$ cat src/rtl/sprite_blitter.sv
`timescale 1ns/1ps
// Sprite blitter: streams a SPR_W x SPR_H sprite from a synchronous ROM into the VGA pixel port.
// Optional colour keying is enabled with the macro SPRITE_BLITTER_TRANSPARENCY_EN.
//
// state | meaning
// IDLE  | waiting for start; anchor and erase latched on accept
// RUN   | one ROM address per cycle, row-major
// FLUSH | draining the ROM and pixel pipeline stages
// DONE  | one-cycle done pulse, then IDLE
module sprite_blitter #(
    parameter int         SPR_W      = 27,
    parameter int         SPR_H      = 48,
    parameter int         ADDR_W     = 11,
    parameter int         SCREEN_W   = 160,
    parameter int         SCREEN_H   = 120,
    parameter logic [2:0] BG_COLOUR  = 3'b000,
    parameter logic [2:0] KEY_COLOUR = 3'b000
) (
    input  logic              clock,
    input  logic              reset,
    input  logic              start,
    input  logic              erase,
    input  logic [7:0]        x0,
    input  logic [7:0]        y0,
    output logic              busy,
    output logic              done,
    output logic [ADDR_W-1:0] rom_addr,
    input  logic [2:0]        rom_data,
    output logic [7:0]        vga_x,
    output logic [7:0]        vga_y,
    output logic [2:0]        vga_colour,
    output logic              vga_plot
);

    localparam int COL_W = (SPR_W > 1) ? $clog2(SPR_W) : 1;
    localparam int ROW_W = (SPR_H > 1) ? $clog2(SPR_H) : 1;
    localparam logic [COL_W-1:0] COL_LAST = COL_W'(SPR_W - 1);
    localparam logic [ROW_W-1:0] ROW_LAST = ROW_W'(SPR_H - 1);

    typedef enum logic [1:0] {
        S_IDLE  = 2'd0,
        S_RUN   = 2'd1,
        S_FLUSH = 2'd2,
        S_DONE  = 2'd3
    } state_t;

    state_t            state_q, state_d;
    logic [COL_W-1:0]  col_q, col_d;
    logic [ROW_W-1:0]  row_q, row_d;
    logic [ADDR_W-1:0] addr_q, addr_d;
    logic [7:0]        ax_q, ax_d;
    logic [7:0]        ay_q, ay_d;
    logic              erase_q, erase_d;
    logic              busy_q, busy_d;
    logic              done_q, done_d;

    logic              s1_valid_q, s1_valid_d;
    logic [COL_W-1:0]  s1_col_q, s1_col_d;
    logic [ROW_W-1:0]  s1_row_q, s1_row_d;
    logic              out_valid_q, out_valid_d;

    logic [7:0]        vga_x_q, vga_x_d;
    logic [7:0]        vga_y_q, vga_y_d;
    logic [2:0]        vga_colour_q, vga_colour_d;
    logic              vga_plot_q, vga_plot_d;

    logic [8:0]        x_sum;
    logic [8:0]        y_sum;
    logic              in_bounds;
    logic              transparent;

    // Sums are 9 bits so an anchor near the right/bottom edge clips instead of wrapping.
    always_comb begin
        x_sum     = {1'b0, ax_q} + 9'(s1_col_q);
        y_sum     = {1'b0, ay_q} + 9'(s1_row_q);
        in_bounds = (x_sum < 9'(SCREEN_W)) && (y_sum < 9'(SCREEN_H));
`ifdef SPRITE_BLITTER_TRANSPARENCY_EN
        transparent = !erase_q && (rom_data == KEY_COLOUR);
`else
        transparent = 1'b0 && (rom_data == KEY_COLOUR);
`endif
    end

    always_comb begin
        state_d      = state_q;
        col_d        = col_q;
        row_d        = row_q;
        addr_d       = addr_q;
        ax_d         = ax_q;
        ay_d         = ay_q;
        erase_d      = erase_q;
        busy_d       = busy_q;
        done_d       = 1'b0;
        s1_valid_d   = 1'b0;
        s1_col_d     = s1_col_q;
        s1_row_d     = s1_row_q;
        out_valid_d  = s1_valid_q;
        vga_x_d      = vga_x_q;
        vga_y_d      = vga_y_q;
        vga_colour_d = vga_colour_q;
        vga_plot_d   = 1'b0;

        case (state_q)
            S_IDLE: begin
                if (start) begin
                    ax_d    = x0;
                    ay_d    = y0;
                    erase_d = erase;
                    col_d   = '0;
                    row_d   = '0;
                    addr_d  = '0;
                    busy_d  = 1'b1;
                    state_d = S_RUN;
                end
            end
            S_RUN: begin
                s1_valid_d = 1'b1;
                s1_col_d   = col_q;
                s1_row_d   = row_q;
                if ((col_q == COL_LAST) && (row_q == ROW_LAST)) begin
                    state_d = S_FLUSH;
                end else begin
                    addr_d = addr_q + ADDR_W'(1);
                    if (col_q == COL_LAST) begin
                        col_d = '0;
                        row_d = row_q + ROW_W'(1);
                    end else begin
                        col_d = col_q + COL_W'(1);
                    end
                end
            end
            S_FLUSH: begin
                if (!s1_valid_q && !out_valid_q) begin
                    busy_d  = 1'b0;
                    done_d  = 1'b1;
                    state_d = S_DONE;
                end
            end
            S_DONE: begin
                state_d = S_IDLE;
            end
            default: begin
                state_d = S_IDLE;
            end
        endcase

        // rom_data here belongs to the address held in the s1 stage.
        if (s1_valid_q) begin
            vga_x_d      = x_sum[7:0];
            vga_y_d      = y_sum[7:0];
            vga_colour_d = erase_q ? BG_COLOUR : rom_data;
            vga_plot_d   = in_bounds && !transparent;
        end
    end

    always_ff @(posedge clock or posedge reset) begin
        if (reset) begin
            state_q      <= S_IDLE;
            col_q        <= '0;
            row_q        <= '0;
            addr_q       <= '0;
            ax_q         <= '0;
            ay_q         <= '0;
            erase_q      <= 1'b0;
            busy_q       <= 1'b0;
            done_q       <= 1'b0;
            s1_valid_q   <= 1'b0;
            s1_col_q     <= '0;
            s1_row_q     <= '0;
            out_valid_q  <= 1'b0;
            vga_x_q      <= '0;
            vga_y_q      <= '0;
            vga_colour_q <= '0;
            vga_plot_q   <= 1'b0;
        end else begin
            state_q      <= state_d;
            col_q        <= col_d;
            row_q        <= row_d;
            addr_q       <= addr_d;
            ax_q         <= ax_d;
            ay_q         <= ay_d;
            erase_q      <= erase_d;
            busy_q       <= busy_d;
            done_q       <= done_d;
            s1_valid_q   <= s1_valid_d;
            s1_col_q     <= s1_col_d;
            s1_row_q     <= s1_row_d;
            out_valid_q  <= out_valid_d;
            vga_x_q      <= vga_x_d;
            vga_y_q      <= vga_y_d;
            vga_colour_q <= vga_colour_d;
            vga_plot_q   <= vga_plot_d;
        end
    end

    assign busy       = busy_q;
    assign done       = done_q;
    assign rom_addr   = addr_q;
    assign vga_x      = vga_x_q;
    assign vga_y      = vga_y_q;
    assign vga_colour = vga_colour_q;
    assign vga_plot   = vga_plot_q;

endmodule

$ cat config.mk
export PLATFORM = sky130hd
export DESIGN_NAME = sprite_blitter
export DESIGN_NICKNAME = d
export VERILOG_FILES = /design/src/rtl/sprite_blitter.sv
export SDC_FILE = /design/constraint.sdc
export NUM_CORES = 1
export LEC_CHECK = 0
export ABC_AREA = 1
export BUFFER_PORTS_ARGS = -buffer_cell sky130_fd_sc_hd__buf_2
export CORE_AREA = 2 2 87 89
export CTS_CLUSTER_SIZE = 30
export DETAILED_ROUTE_END_ITERATION = 10
export DIE_AREA = 0 0 89 91
export PLACE_DENSITY_LB_ADDON = 0.2
export SLEW_MARGIN = 5
export SYNTH_ARGS = -nofsm -noshare
export SYNTH_HDL_FRONTEND = slang
export SYNTH_SLANG_ARGS = --single-unit
export TNS_END_PERCENT = 5
$ cat constraint.sdc
create_clock -name clock -period 3 [get_ports clock]
set_clock_uncertainty 0.05 [all_clocks]
set_input_delay 0.6 -clock clock [delete_from_list [all_inputs] [get_ports clock]]
set_output_delay 0.6 -clock clock [all_outputs]
set_load 0.05 [all_outputs]
==> results of run 1 <==
cells in the final DEF, fill, tap and decap left out, types with 4 or more instances in the layout:
cell type  instances
nand2_1          147
o21ai_0           33
mux2_2            11
nand2_2            6
buf_2             55
a21oi_1           14
clkbuf_8          11
buf_4              4
inv_1             51
nand4_1            8
o21ai_2            7
nor2_1            41
nand3_1           25
nor3_1             6
dfrtp_1           76
ha_1              19
xor2_1             7
worst max-delay path by stage:
| stage | from | end | depth (start not counted) |
|---|---|---|---|
| 6_report | state_q[1] | row_q[4] | 10 |
| 5_1_grt | state_q[1] | row_q[1] | 10 |
| 4_1_cts | state_q[1] | row_q[4] | 10 |
| 3_5_place_dp | state_q[1] | row_q[1] | 10 |
| 3_3_place_gp | state_q[1] | row_q[4] | 10 |
| 2_1_floorplan | reset | ax_q[0] | 1 |
sequential cells by signal, indices dropped and copies added, names as in the netlist:
register     cells
ay_q             8
busy             1
s1_row_q         6
rom_addr        11
vga_colour       3
row_q            6
state_q          2
vga_plot         1
s1_col_q         5
vga_x            8
out_valid_q      1
vga_y            8
ax_q             8
col_q            5
done             1
out_valid_d      1
erase_q          1
routing by layer:
metal / up-vias / global-route usage / wire [µm]
li1: 1696 / - / -
met1: 1492 / 0.285 / 3820
met2: 65 / 0.353 / 3750
met3: 12 / 0.0418 / 312
met4: 0 / 0.0945 / 134
met5: - / 0 / 0
kinds of logic after synthesis:
family / count (synthesis)
multiplexers: 11
buffers and inverters: 68
adder cells (fa/ha/maj): 21
AO/OA/AOI/OAI: 60
XOR/XNOR: 8
flip-flops: 76
AND/OR/NAND/NOR: 249
critical path: stages, from the launching register on:
cell and delay, ns:
dfrtp_1 0.38, inv_1 0.11, ha_1 0.16, buf_4 0.25, inv_1 0.10, o21ai_2 0.16, nand2_4 0.18, inv_4 0.20
nand2_2 0.12, nand2_1 0.09, nand2_1 0.05
final cells by class:
cell class | instances | area [µm²]
sequential | 76 | 1900
clock buffer | 12 | 155
inverter | 56 | 213
tap | 99 | 124
multi-input combinational | 349 | 1890
clock inverter | 2 | 35.0
timing repair buffer | 60 | 325
fill | 648 | 2490
power groups by stage:
stage,Combinational (mW),Sequential [mW],Clock [mW]
floorplan,1.14,2.02,0
global placement,1.95,1.59,0
detailed placement,2.00,1.61,0
CTS,2.01,1.59,0.778
global route,2.23,1.63,0.840
finish,1.99,1.58,0.768
==> reports/summary.txt, run 1 <==
Finish-stage setup viols - 0
share of synthesized cell area in full adder, half adder and majority cells - 0.0682
setup slack after layout - 1.03 ns
Post-CTS Repair Setup Buffers - 0
ys async rst share - 1.00
post-route standard cell area excluding fillers - 4640 µm²
part of the Yosys area used for sequential elements - 0.467
maximum number of pins on one net before global-route repair - 46
most common cell in the synthesized netlist - nand2_1
width of the die - 89 µm
gp weighted congestion - 0.868
run status - finished, final reports clean
worst-case vdd ir drop - 0.341 mV
reg-to-reg critical path startpoint - state_q[1]
Port Buf Inserts - 55
Post-Syn Instances - 493
data required time of the worst path - 3.19 ns
setup_tns - 0 ns
number of buffers between clock root and the deepest sink - 2
global-route wire length before repair - 14100 µm
critical path arrival - 2.16 ns
setup repair after global routing missed its margin - false
Area growth syn-to-layout - 13.9%
Syn Area/Cell - 8.27 µm²
classification of the worst-slack hold path - in2async
n_diodes - 0
multiplexer share of the synthesized area - 0.0304
relative slew slack - 0.520
crit path launch type - flip-flop
Final ANT Viol Nets - 0
quantity of hold-fixing buffers added after cts - 0
layout cell share with drive strength beyond 1 - 0.198
synthesized-area fraction occupied by xor and xnor cells - 0.0172
Int Pwr - 2.36 mW
slack of the worst reg-to-reg path - 1.03 ns
critical path type - reg2reg
endpoint type of the worst setup path - flip-flop
Root Driver - clkbuf_8
number of maximum-capacitance constraint violations - 0
iteration count of the initial detailed-routing pass - 4
nets@finish - 596
vias per std cell - 4.99
vias after detailed routing - 3265
routed length per placed instance - 12.3 µm
total count of hold-check failures in the final report - 0
CTS Buf Count - 9
Iteration-0 DRC Markers - 150
clock latency reported for the late side of the worst-skew pair - 0.35 ns
Finished Layout Cells - 654
area share of the leading cell type in the synthesized netlist - 0.467
area share of and/or/nand/nor cells after synthesis - 0.264
count of yosys warnings during synthesis - 0
areal power density over the cells - 936 nW/µm²
Register-to-Register Path Depth - 10
final wirelength - 8020 µm
cells resized by post-CTS repair - 0
Cell variety after synth - 35
area of the core - 7140 µm²
clock share of power - 0.177
Site Rows - 31
placed cell count - 640
clock tree from TritonCTS - yes
post-detailed-placement cell area - 4450 µm²
initial antenna violation count - 0
post-layout total power - 4.35 mW
post-synthesis register bit count - 76
count of flip-flops with a built-in enable after synthesis - 0
clock sinks - 76
Compound-Gate Fraction of Synth Area - 0.0835
via count of the first global-routing pass - 3177
worst hold slack across all endpoints - 0.319 ns
number of H-tree levels - 3
leakage power total - 2.44 nW
floorplan die area - 8100 µm²
commonest cells in the synthesized netlist - nand2_1, dfrtp_1, inv_1
Total Routing Usage GR - 0.219
dominant combinational cell family by area after synthesis - simple AND/OR/NAND/NOR gates
grt ovf - 0
fraction of power consumed by sequential logic - 0.365
share of the core filled with cells in the final layout - 0.650
Synth Cell Area - 4080 µm²
proportion of total power due to net switching - 0.456
top-level I/O count - 56
max-slew violation total from the final report - 0
total nets after synthesis - 537
capture point of the worst reg-to-reg path - row_q[4]
clock input transition at the sequential cells of the worst setup and hold paths - 0.07 ns
post-route DRC violation count - 0
Net Sw Power - 1.98 mW
Max Clock Freq - 507 MHz
worst slack after detailed placement - 1.04 ns
power share of the combinational group - 0.459
cell type with the largest total area after synthesis - dfrtp_1
flip-flop cell with the highest count after synthesis - dfrtp_1
leading cell types by total area after synthesis - dfrtp_1, nand2_1, ha_1
HPWL Detailed - 5770 µm
height of the chip - 91 µm
Initial Util - 0.571
final clock period utilization by the worst path - 0.657
final critical path time including I/O delays and setup - 1.97 ns
Least-Margin Pin Slew - 0.718 ns
crit-path max FO - 23
(Power assumes the default switching activity.)
==> inputs of run 2 (changes only) <==
--- a/config.mk
+++ b/config.mk
@@ -7,10 +7,10 @@
 export LEC_CHECK = 0
 export ABC_AREA = 1
 export BUFFER_PORTS_ARGS = -buffer_cell sky130_fd_sc_hd__buf_2
-export CORE_AREA = 2 2 87 89
+export CORE_AREA = 2 2 92 94
 export CTS_CLUSTER_SIZE = 30
 export DETAILED_ROUTE_END_ITERATION = 10
-export DIE_AREA = 0 0 89 91
+export DIE_AREA = 0 0 94 96
 export PLACE_DENSITY_LB_ADDON = 0.2
 export SLEW_MARGIN = 5
 export SYNTH_ARGS = -nofsm -noshare
==> constraint.sdc (replaced) <==
create_clock -name clock -period 1.7 [get_ports clock]
set_clock_uncertainty 0.05 [all_clocks]
set_input_delay 0.34 -clock clock [delete_from_list [all_inputs] [get_ports clock]]
set_output_delay 0.34 -clock clock [all_outputs]
set_load 0.05 [all_outputs]
==> run 2 against run 1 <==
  * The run now ends with setup timing left
  * First-iteration DRC count fell by 3.3%
  * Clock power up 86%
  * Critical path depth increased by 4
  * Global-route usage down 1.8 points
  * Via count is 2.3% higher
  * Design area grew 5.3%
  * Highest routed layer unchanged
==> reports/summary.txt, run 2 (synthesized netlist as in run 1, its figures left out) <==
run status - finished, violations left
violations in the final reports - setup timing
Area growth syn-to-layout - 19.9%
crit path launch type - flip-flop
layout cell share with drive strength beyond 1 - 0.244 (+0.0457)
critical path's slowest cell - dfrtp_1
final wirelength - 8320 µm (+3.7%)
reg-to-reg critical path startpoint - s1_col_q[0]
vias per std cell - 4.95 (-0.86%)
CTS Buf Count - 9 (unchanged)
worst-case vdd ir drop - 0.555 mV (+63%)
Total Routing Usage GR - 0.201 (-0.0183)
top library cells by usage in the layout, fill and taps aside - nand2_1, dfrtp_1, buf_2, inv_1, nor2_1
GR Util met2 - 0.336 (-0.0169)
Least-Margin Pin Slew - 0.388 ns (-0.331 ns)
iteration count of the initial detailed-routing pass - 4 (unchanged)
Initial Util - 0.506 (-0.0649)
Max Clock Freq - 577 MHz (+14%)
Port Buf Inserts - 55 (unchanged)
width of the die - 94 µm (+5.6%)
setup repair after global routing missed its margin - true
n_diodes - 0 (unchanged)
launch point of the worst hold path - y0[0]
Site Rows - 33 (+6.5%)
classification of the worst-slack hold path - in2reg
leakage power total - 2.52 nW (+3.4%)
setup slack after layout - -0.0325 ns (-1.06 ns)
grt ovf - 0 (unchanged)
number of buffers between clock root and the deepest sink - 2 (unchanged)
busiest metal layer after global routing - met2
maximum number of pins on one net before global-route repair - 32 (-30%)
relative slew slack - 0.741 (+0.221)
Iteration-0 DRC Markers - 145 (-3.3%)
critical path type - reg2reg
routed length per placed instance - 12.3 µm (+0.44%)
series of cell instances along the critical path - ha_2, inv_2, fa_2, inv_2, nand2_2, nand2_2, nand3_2, nand2_1, nand2_1, nand2_1, nand2_1, nand2_1, nand2_1, nor2_1
most common cell after layout, fill and taps aside - nand2_1
clock sinks - 76 (unchanged)
vias after detailed routing - 3341 (+2.3%)
floorplan die area - 9020 µm² (+11%)
slack of the worst reg-to-reg path - -0.03 ns (-1.06 ns)
height of the chip - 96 µm (+5.5%)
Register-to-Register Path Depth - 14 (+4)
Finished Layout Cells - 675 (+3.2%)
filler cell count - 714 (+10%)
initial antenna violation count - 0 (unchanged)
max reg flops - 11 (unchanged)
worst hold endpoint - ay_q[0]
global routing usage on met3 - 0.0352 (-0.00658)
endpoint type of the worst setup path - flip-flop
total count of hold-check failures in the final report - 0 (unchanged)
depth of the worst hold-timing path - 2
post-layout total power - 8.15 mW (+87%)
post-route standard cell area excluding fillers - 4890 µm² (+5.3%)
worst path buffer plus inverter count - 2 (-2)
clock tree from TritonCTS - yes
top-level I/O count - 56 (unchanged)
post-route DRC violation count - 0 (unchanged)
setup_tns - -0.0325 ns (-0.0325 ns)
placed cell count - 657 (+2.7%)
area of the core - 8050 µm² (+13%)
HPWL Detailed - 6030 µm (+4.5%)
Largest delay share family, worst path - simple AND/OR/NAND/NOR gates
Final ANT Viol Nets - 0 (unchanged)
post-detailed-placement cell area - 4600 µm² (+3.2%)
number of H-tree levels - 3 (unchanged)
final clock period utilization by the worst path - 1.02 (+0.362)
grt met1 use - 0.262 (-0.0234)
Finish-stage setup viols - 1 (+1)
gp weighted congestion - 0.828 (-4.6%)
clock latency reported for the late side of the worst-skew pair - 0.35 ns (about the same)
areal power density over the cells - 1670 nW/µm² (+78%)
final critical path time including I/O delays and setup - 1.73 ns (-0.238 ns)
number of maximum-capacitance constraint violations - 0 (unchanged)
clock input transition at the sequential cells of the worst setup and hold paths - 0.08 ns (about the same)
capture point of the worst reg-to-reg path - vga_plot
global-route wire length before repair - 14200 µm (+0.98%)
Worst path max stage delay - 0.36 ns (-0.02 ns)
critical path arrival - 1.96 ns (-0.20 ns)
data required time of the worst path - 1.93 ns (-1.26 ns)
nets@finish - 610 (+2.3%)
max-slew violation total from the final report - 0 (unchanged)
crit-path max FO - 3 (-87%)
share of the core filled with cells in the final layout - 0.607 (-0.0434)
worst hold slack across all endpoints - 0.172 ns (-0.147 ns)
Root Driver - clkbuf_8
worst slack after detailed placement - -0.0489 ns (-1.08 ns)
most frequent cell on the critical path - nand2_1
via count of the first global-routing pass - 3141 (-1.1%)
## run 2: area by class of cell
class	count	area [µm²]	share of cell area
Timing Repair Buffer	74	487	0.0996
Inverter	56	219	0.0448
Clock buffer	14	173	0.0353
Clock inverter	1	30.0	0.00614
Multi-Input combinational cell	349	1950	0.398
Tap cell	105	131	0.0269
Sequential cell	76	1900	0.389
## run 2: worst max-delay path by stage
stage	start	to	slack [ns]	cells after the start
floorplan	rom_addr[0]	rom_addr[4]	-0.03	7
global placement	s1_row_q[0]	vga_plot	0.003	11
detailed placement	ay_q[0]	vga_plot	-0.05	11
CTS	s1_col_q[0]	vga_plot	-0.01	14
global route	ay_q[0]	vga_plot	-0.17	11
finish	s1_col_q[0]	vga_plot	-0.03	14
## run 2: timing repair
action                                 CTS  global route
gates resized for setup                  9            15
setup buffers                            2             0
setup endpoints to repair                3            20
pin swaps                                1             1
endpoints found under the hold margin   13             0
hold buffers                             1             0
## run 2: routing by layer
metal  up-vias  part of all wire
li1       1724                 -
met1      1536              0.48
met2        66              0.47
met3        15             0.033
met4         0             0.018
met5         -                 0
## run 2: power by group
group | leakage [nW] | total [mW] | internal, mW | switching (mW)
logic | 1.45 | 3.95 | 1.29 | 2.66
registers | 0.974 | 2.76 | 2.39 | 0.376
clock network | 0.103 | 1.43 | 0.793 | 0.637
total | 2.52 | 8.15 | 4.47 | 3.67
